<file path="config.mk">
export PLATFORM = sky130hd
export DESIGN_NAME = seq_divider
export DESIGN_NICKNAME = d
export VERILOG_FILES = /design/src/rtl/div_pkg.sv /design/src/rtl/div_step.sv /design/src/rtl/seq_divider.sv
export SDC_FILE = /design/constraint.sdc
export NUM_CORES = 1
export LEC_CHECK = 0
export ABC_AREA = 1
export BUFFER_PORTS_ARGS = -buffer_cell sky130_fd_sc_hd__buf_2
export CELL_PAD_IN_SITES_DETAIL_PLACEMENT = 0
export CELL_PAD_IN_SITES_GLOBAL_PLACEMENT = 1
export CORE_UTILIZATION = 42
export DETAILED_ROUTE_END_ITERATION = 10
export PLACE_DENSITY = 0.9
export SYNTH_ARGS = -nofsm -noshare
export SYNTH_HDL_FRONTEND = slang
export SYNTH_SLANG_ARGS = --single-unit
</file>
<file path="constraint.sdc">
create_clock -name clk -period 5.2 [get_ports clk]
set_input_delay 0.26 -clock clk [delete_from_list [all_inputs] [get_ports clk]]
set_output_delay 0.26 -clock clk [all_outputs]
set_load 0.02 [all_outputs]
</file>
<file path="src/rtl/div_pkg.sv">
// Shared types and constants for the sequential restoring divider.
package div_pkg;

  typedef enum logic [1:0] {
    IDLE = 2'd0,
    CALC = 2'd1,
    DONE = 2'd2
  } state_e;

  localparam int DIV_WIDTH = 4;
  localparam int DIV_CNT_W = $clog2(DIV_WIDTH);

  function automatic int cnt_width(input int width);
    return $clog2(width);
  endfunction

endpackage

</file>
<file path="src/rtl/div_step.sv">
// One combinational restoring-division step: shift in a dividend bit, trial-subtract
// the divisor with a ripple of full adders, keep or restore the partial remainder.
module full_adder (
  input  logic a_i,
  input  logic b_i,
  input  logic c_i,
  output logic s_o,
  output logic c_o
);
  assign s_o = a_i ^ b_i ^ c_i;
  assign c_o = (a_i & b_i) | (c_i & (a_i ^ b_i));
endmodule

module div_step #(
  parameter int WIDTH = 4
) (
  input  logic [WIDTH-1:0] rem_i,
  input  logic             bit_i,
  input  logic [WIDTH-1:0] divisor_i,
  output logic [WIDTH-1:0] rem_o,
  output logic             q_bit_o
);
  logic [WIDTH:0]   shifted;
  logic [WIDTH:0]   divisor_n;
  logic [WIDTH:0]   diff;
  logic [WIDTH+1:0] carry;

  assign shifted   = {rem_i, bit_i};
  assign divisor_n = ~{1'b0, divisor_i};
  assign carry[0]  = 1'b1;

  for (genvar gi = 0; gi <= WIDTH; gi++) begin : g_sub
    full_adder u_fa (
      .a_i(shifted[gi]),
      .b_i(divisor_n[gi]),
      .c_i(carry[gi]),
      .s_o(diff[gi]),
      .c_o(carry[gi+1])
    );
  end

  // With remainder < divisor the no-borrow carry and the clear trial MSB always agree.
  assign q_bit_o = ~diff[WIDTH];
  assign rem_o   = carry[WIDTH+1] ? diff[WIDTH-1:0] : shifted[WIDTH-1:0];

endmodule

</file>
<file path="src/rtl/seq_divider.sv">
// Unsigned sequential restoring divider, one quotient bit per clock, with
// valid/ready handshakes on both sides and divide-by-zero short-circuit.
module seq_divider
  import div_pkg::*;
#(
  parameter int WIDTH = DIV_WIDTH
) (
  input  logic             clk,
  input  logic             reset,
  input  logic             in_valid,
  output logic             in_ready,
  input  logic [WIDTH-1:0] in_dividend,
  input  logic [WIDTH-1:0] in_divisor,
  output logic             out_valid,
  input  logic             out_ready,
  output logic [WIDTH-1:0] out_quotient,
  output logic [WIDTH-1:0] out_remainder,
  output logic             out_div_by_zero
);
  localparam int CNT_W = cnt_width(WIDTH);

  state_e           state_q;
  logic [CNT_W-1:0] cnt_q;
  logic [WIDTH-1:0] quot_q;
  logic [WIDTH-1:0] rem_q;
  logic [WIDTH-1:0] divisor_q;
  logic             dbz_q;
  logic             in_ready_q;
  logic             out_valid_q;

  logic [WIDTH-1:0] rem_d;
  logic             q_bit_d;

  div_step #(.WIDTH(WIDTH)) u_step (
    .rem_i    (rem_q),
    .bit_i    (quot_q[WIDTH-1]),
    .divisor_i(divisor_q),
    .rem_o    (rem_d),
    .q_bit_o  (q_bit_d)
  );

  always_ff @(posedge clk or posedge reset) begin
    if (reset) begin
      state_q     <= IDLE;
      cnt_q       <= '0;
      quot_q      <= '0;
      rem_q       <= '0;
      divisor_q   <= '0;
      dbz_q       <= 1'b0;
      in_ready_q  <= 1'b1;
      out_valid_q <= 1'b0;
    end else begin
      case (state_q)
        IDLE: begin
          if (in_valid && in_ready_q) begin
            divisor_q  <= in_divisor;
            in_ready_q <= 1'b0;
            if (in_divisor == '0) begin
              quot_q      <= '1;
              rem_q       <= in_dividend;
              dbz_q       <= 1'b1;
              out_valid_q <= 1'b1;
              state_q     <= DONE;
            end else begin
              quot_q  <= in_dividend;
              rem_q   <= '0;
              dbz_q   <= 1'b0;
              cnt_q   <= CNT_W'(WIDTH - 1);
              state_q <= CALC;
            end
          end
        end
        CALC: begin
          // The quotient register doubles as the dividend shifter: MSB out, result bit in.
          rem_q  <= rem_d;
          quot_q <= {quot_q[WIDTH-2:0], q_bit_d};
          cnt_q  <= cnt_q - 1'b1;
          if (cnt_q == '0) begin
            out_valid_q <= 1'b1;
            state_q     <= DONE;
          end
        end
        DONE: begin
          if (out_ready) begin
            out_valid_q <= 1'b0;
            in_ready_q  <= 1'b1;
            state_q     <= IDLE;
          end
        end
        default: begin
          state_q     <= IDLE;
          in_ready_q  <= 1'b1;
          out_valid_q <= 1'b0;
        end
      endcase
    end
  end

  assign in_ready        = in_ready_q;
  assign out_valid       = out_valid_q;
  assign out_quotient    = quot_q;
  assign out_remainder   = rem_q;
  assign out_div_by_zero = dbz_q;

endmodule

</file>
==> impl_metrics.yaml <==
synth:
  muxShareOfSynthArea_pct: 0
  yosys.area.top_type: "dfrtp_1"
  ys_types: 23
  synth_top_flop_cell: "dfrtp_1"
  synth-async-reset-ratio_pct: 100.0
  synth_seq_cells: 19
  synth_edf_count: 0
  postSynthCellCount: 147
  synth_xor_area_share_pct: 0
  syn_nets: 165
  ys_warn_count: 0
  synthSimpleGateAreaFrac_pct: 28.15
  synth_compound_area_share_pct: 9.130
  syn-cell-area_mm2: 0.001151
  synth_fa_ha_area_share_pct: 8.478
  ys_top_cells_by_area: "dfrtp_1 39%, nand2_1 18%, inv_1 7.2%, fa_1 5.2%, buf_4 3.3%"
  synth_top_area_share_pct: 39.13
  synth.avg_cell_area_um2: 7.831
  yosysSeqAreaShare_pct: 41.41
  synth_top_family_by_area: "simple AND/OR/NAND/NOR gates"
routing:
  top_layer_used: "met4"
  ant_nets: 0
  drc_errors: 0
  drtPass1Iterations: 4
  viasPerCell: 4.781
  routed-via-count: 937
  wl_met1_um: 1023
  wl_met2_um: 1052
  wl_um: 2130
  wl_per_cell_um: 10.87
  initialDrtViolationCount: 17
  route.met3.wl_um: 44
sta:
  min_period_ns: 2.489
  worst_pin_slew_ns: 0.7354
  period_share_pct: 47.87
  setup_violations: 0
  grt_setup_unrepaired: "no"
  hold_ws_ns: 0.06407
  timing.final.hold_violations: 0
  final-max-slew-violation-count: 0
  fmax_mhz: 401.7
  final.setup_skew_ns: 0.001691
  fin_setup_tns_ns: 0
  slew_headroom_pct: 50.92
  setup_ws_ns: 2.711
worst_setup_path:
  arrival_ns: 2.69
  critPathMaxStageDelay_ns: 0.41
  path_delay_family: "adder cells"
  crit_fanout: 7
  endpoint_kind: "flip-flop"
  cp.buffers_inverters: 4
  crit_path_top_delay_cell: "dfrtp_1"
  start_kind: "flip-flop"
  crit_path_cell_trace: "inv_1 > ha_1 > inv_1 > fa_1 > inv_1 > fa_1 > fa_1 > ha_1 > inv_1 > nand2_1 > o211ai_2 > nand2_1 > nand2_1 > nand2_1"
  required_ns: 5.40
  crit_type: "reg -> reg"
pwr:
  vdd_drop_max_uv: 117.6
  p_leak_nw: 0.7089
  p_per_area_mw_per_mm2: 186.6
run_status:
  status: "finished, final reports clean"
floorplan:
  dieWidth_um: 54.35
  std_cell_rows: 18
  die_area_mm2: 0.002954
  die_height_um: 54.35
  core_region_area_mm2: 0.002522
  ios: 23
  start_util_pct: 45.63
clock_network:
  post_cts_buffers: 0
  cts_buffer_depth: 2
  clkLatencyLatePin_ns: 0.30
  cts_sinks: 19
  clk_pin_slew_ns: 0.11
  post_cts_resized: 0
  cts_root_buf: "clkbuf_4"
  cts_tree: "built"
  ctsHoldBuffers: 0
  h-tree-depth: 1
  numCtsBuffers: 3
final_layout:
  n_fill_cell: 264
  final_common_cell: "nand2_1"
  syn_to_final_growth_pct: 10.43
  nets: 185
  n_antenna_cell: 0
  final_util_pct: 50.40
  drive_gt1_share_pct: 24.10
  most-common-layout-cells: "54 x nand2_1, 22 x inv_1, 22 x buf_2, 18 x dfrtp_1"
global_routing:
  grt_pass1_wl_um: 3608
  grt_use_total_pct: 17.25
  gr-total-overflow: 0
  antenna_found_initial: 0
  grt_pass1_vias: 872
  grt_start_max_net_pins: 20
flow_run:
  drv_cap: 0
place:
  finalWeightedCongestion: 0.7725
  dp_hpwl_um: 1650
  port_buffers: 22
  pre_cts_ws_ns: 2.717
hold_path:
  hp-class: "in -> async"
==> metrics by stage <==
step | cell area, um^2 | instances | power [W]
after floorplan | 1151 | 147 | 0.0001570
after detailed placement | 1245 | 192 | 0.0001633
after global placement | 1245 | 192 | 0.0001631
final | 1271 | 196 | 0.0002372
after global routing | 1271 | 196 | 0.0002468
after CTS | 1271 | 196 | 0.0002397
==> layout make-up <==
type / instances / area [um^2] / share of cell area (%)
Tap cell: 30 / 37.54 / 2.953
Inverter: 25 / 93.84 / 7.382
Sequential cell: 19 / 476.7 / 37.50
Clock buffer: 4 / 26.28 / 2.067
Multi-Input combinational cell: 96 / 526.8 / 41.44
Timing Repair Buffer: 22 / 110.1 / 8.661
==> worst register-to-register path: stages (launching register included) <==
cell      delay (ns)
dfrtp_1         0.41
inv_1           0.06
ha_1            0.17
inv_1           0.07
fa_1            0.16
inv_1           0.05
fa_1            0.37
fa_1            0.37
ha_1            0.20
inv_1           0.20
nand2_1         0.10
o211ai_2        0.08
nand2_1         0.07
nand2_1         0.06
nand2_1         0.04
==> report_power, final <==
part | internal (W) | total [W] | switching (W)
registers | 0.000148 | 0.000148 | 0
logic | 0.00000449 | 0.0000124 | 0.00000791
clock network | 0.0000299 | 0.0000771 | 0.0000472
==> cell usage after synthesis (2+ instances only) <==
library cell	number
a21oi_1	2
nand2_1	54
nor2_1	6
buf_4	5
ha_1	3
inv_1	22
nand3_1	5
dfrtp_1	18
o21ai_0	4
fa_1	3
o211ai_2	3
nor2_2	2
nand3_2	2
o21ai_1	6
inv_2	3
nand2_2	2
==> routing by layer <==
layer,global-route usage (%),up-vias
met3,2.500,2
met1,22.22,445
li1,-,482
met4,6.410,0
met2,29.07,8
met5,0,-
==> path summary, 6_finish.rpt <==
| path | from | cells after the start | slack, ns | to |
|---|---|---|---|---|
| worst min-delay path | reset | 2 | 0.06 | state_q[0]$_DFFE_PP0P_ |
| worst max register to register | out_quotient[3]$_DFFE_PP0P_ | 14 | 2.71 | out_remainder[0]$_DFFE_PP0P_ |
| worst min register to register | out_valid$_DFFE_PP0P_ | 2 | 0.49 | out_valid$_DFFE_PP0P_ |
| max in group asynchronous | reset | 2 | 4.68 | out_remainder[0]$_DFFE_PP0P_ |
| min in group clk | in_dividend[3] | 3 | 0.23 | out_quotient[3]$_DFFE_PP0P_ |
| worst max-delay path | out_quotient[3]$_DFFE_PP0P_ | 14 | 2.71 | out_remainder[0]$_DFFE_PP0P_ |
==> flip-flops by register name, summed over array words and instances (netlist names) <==
register / flops
divisor_q: 4
cnt_q: 2
out_quotient: 4
in_ready: 1
out_valid: 1
out_remainder: 4
out_div_by_zero: 1
state_q: 2
==> logic make-up (layout without fill, tap and decap cells) <==
| logic type | count (synthesis) | after routing |
|---|---|---|
| buffers and inverters | 32 | 51 |
| adders and majority gates | 6 | 6 |
| AOI/OAI and AO/OA | 16 | 16 |
| DFF | 19 | 19 |
| and+or+nand+nor | 74 | 74 |
Note: power is estimated with default switching activity, not from simulation.
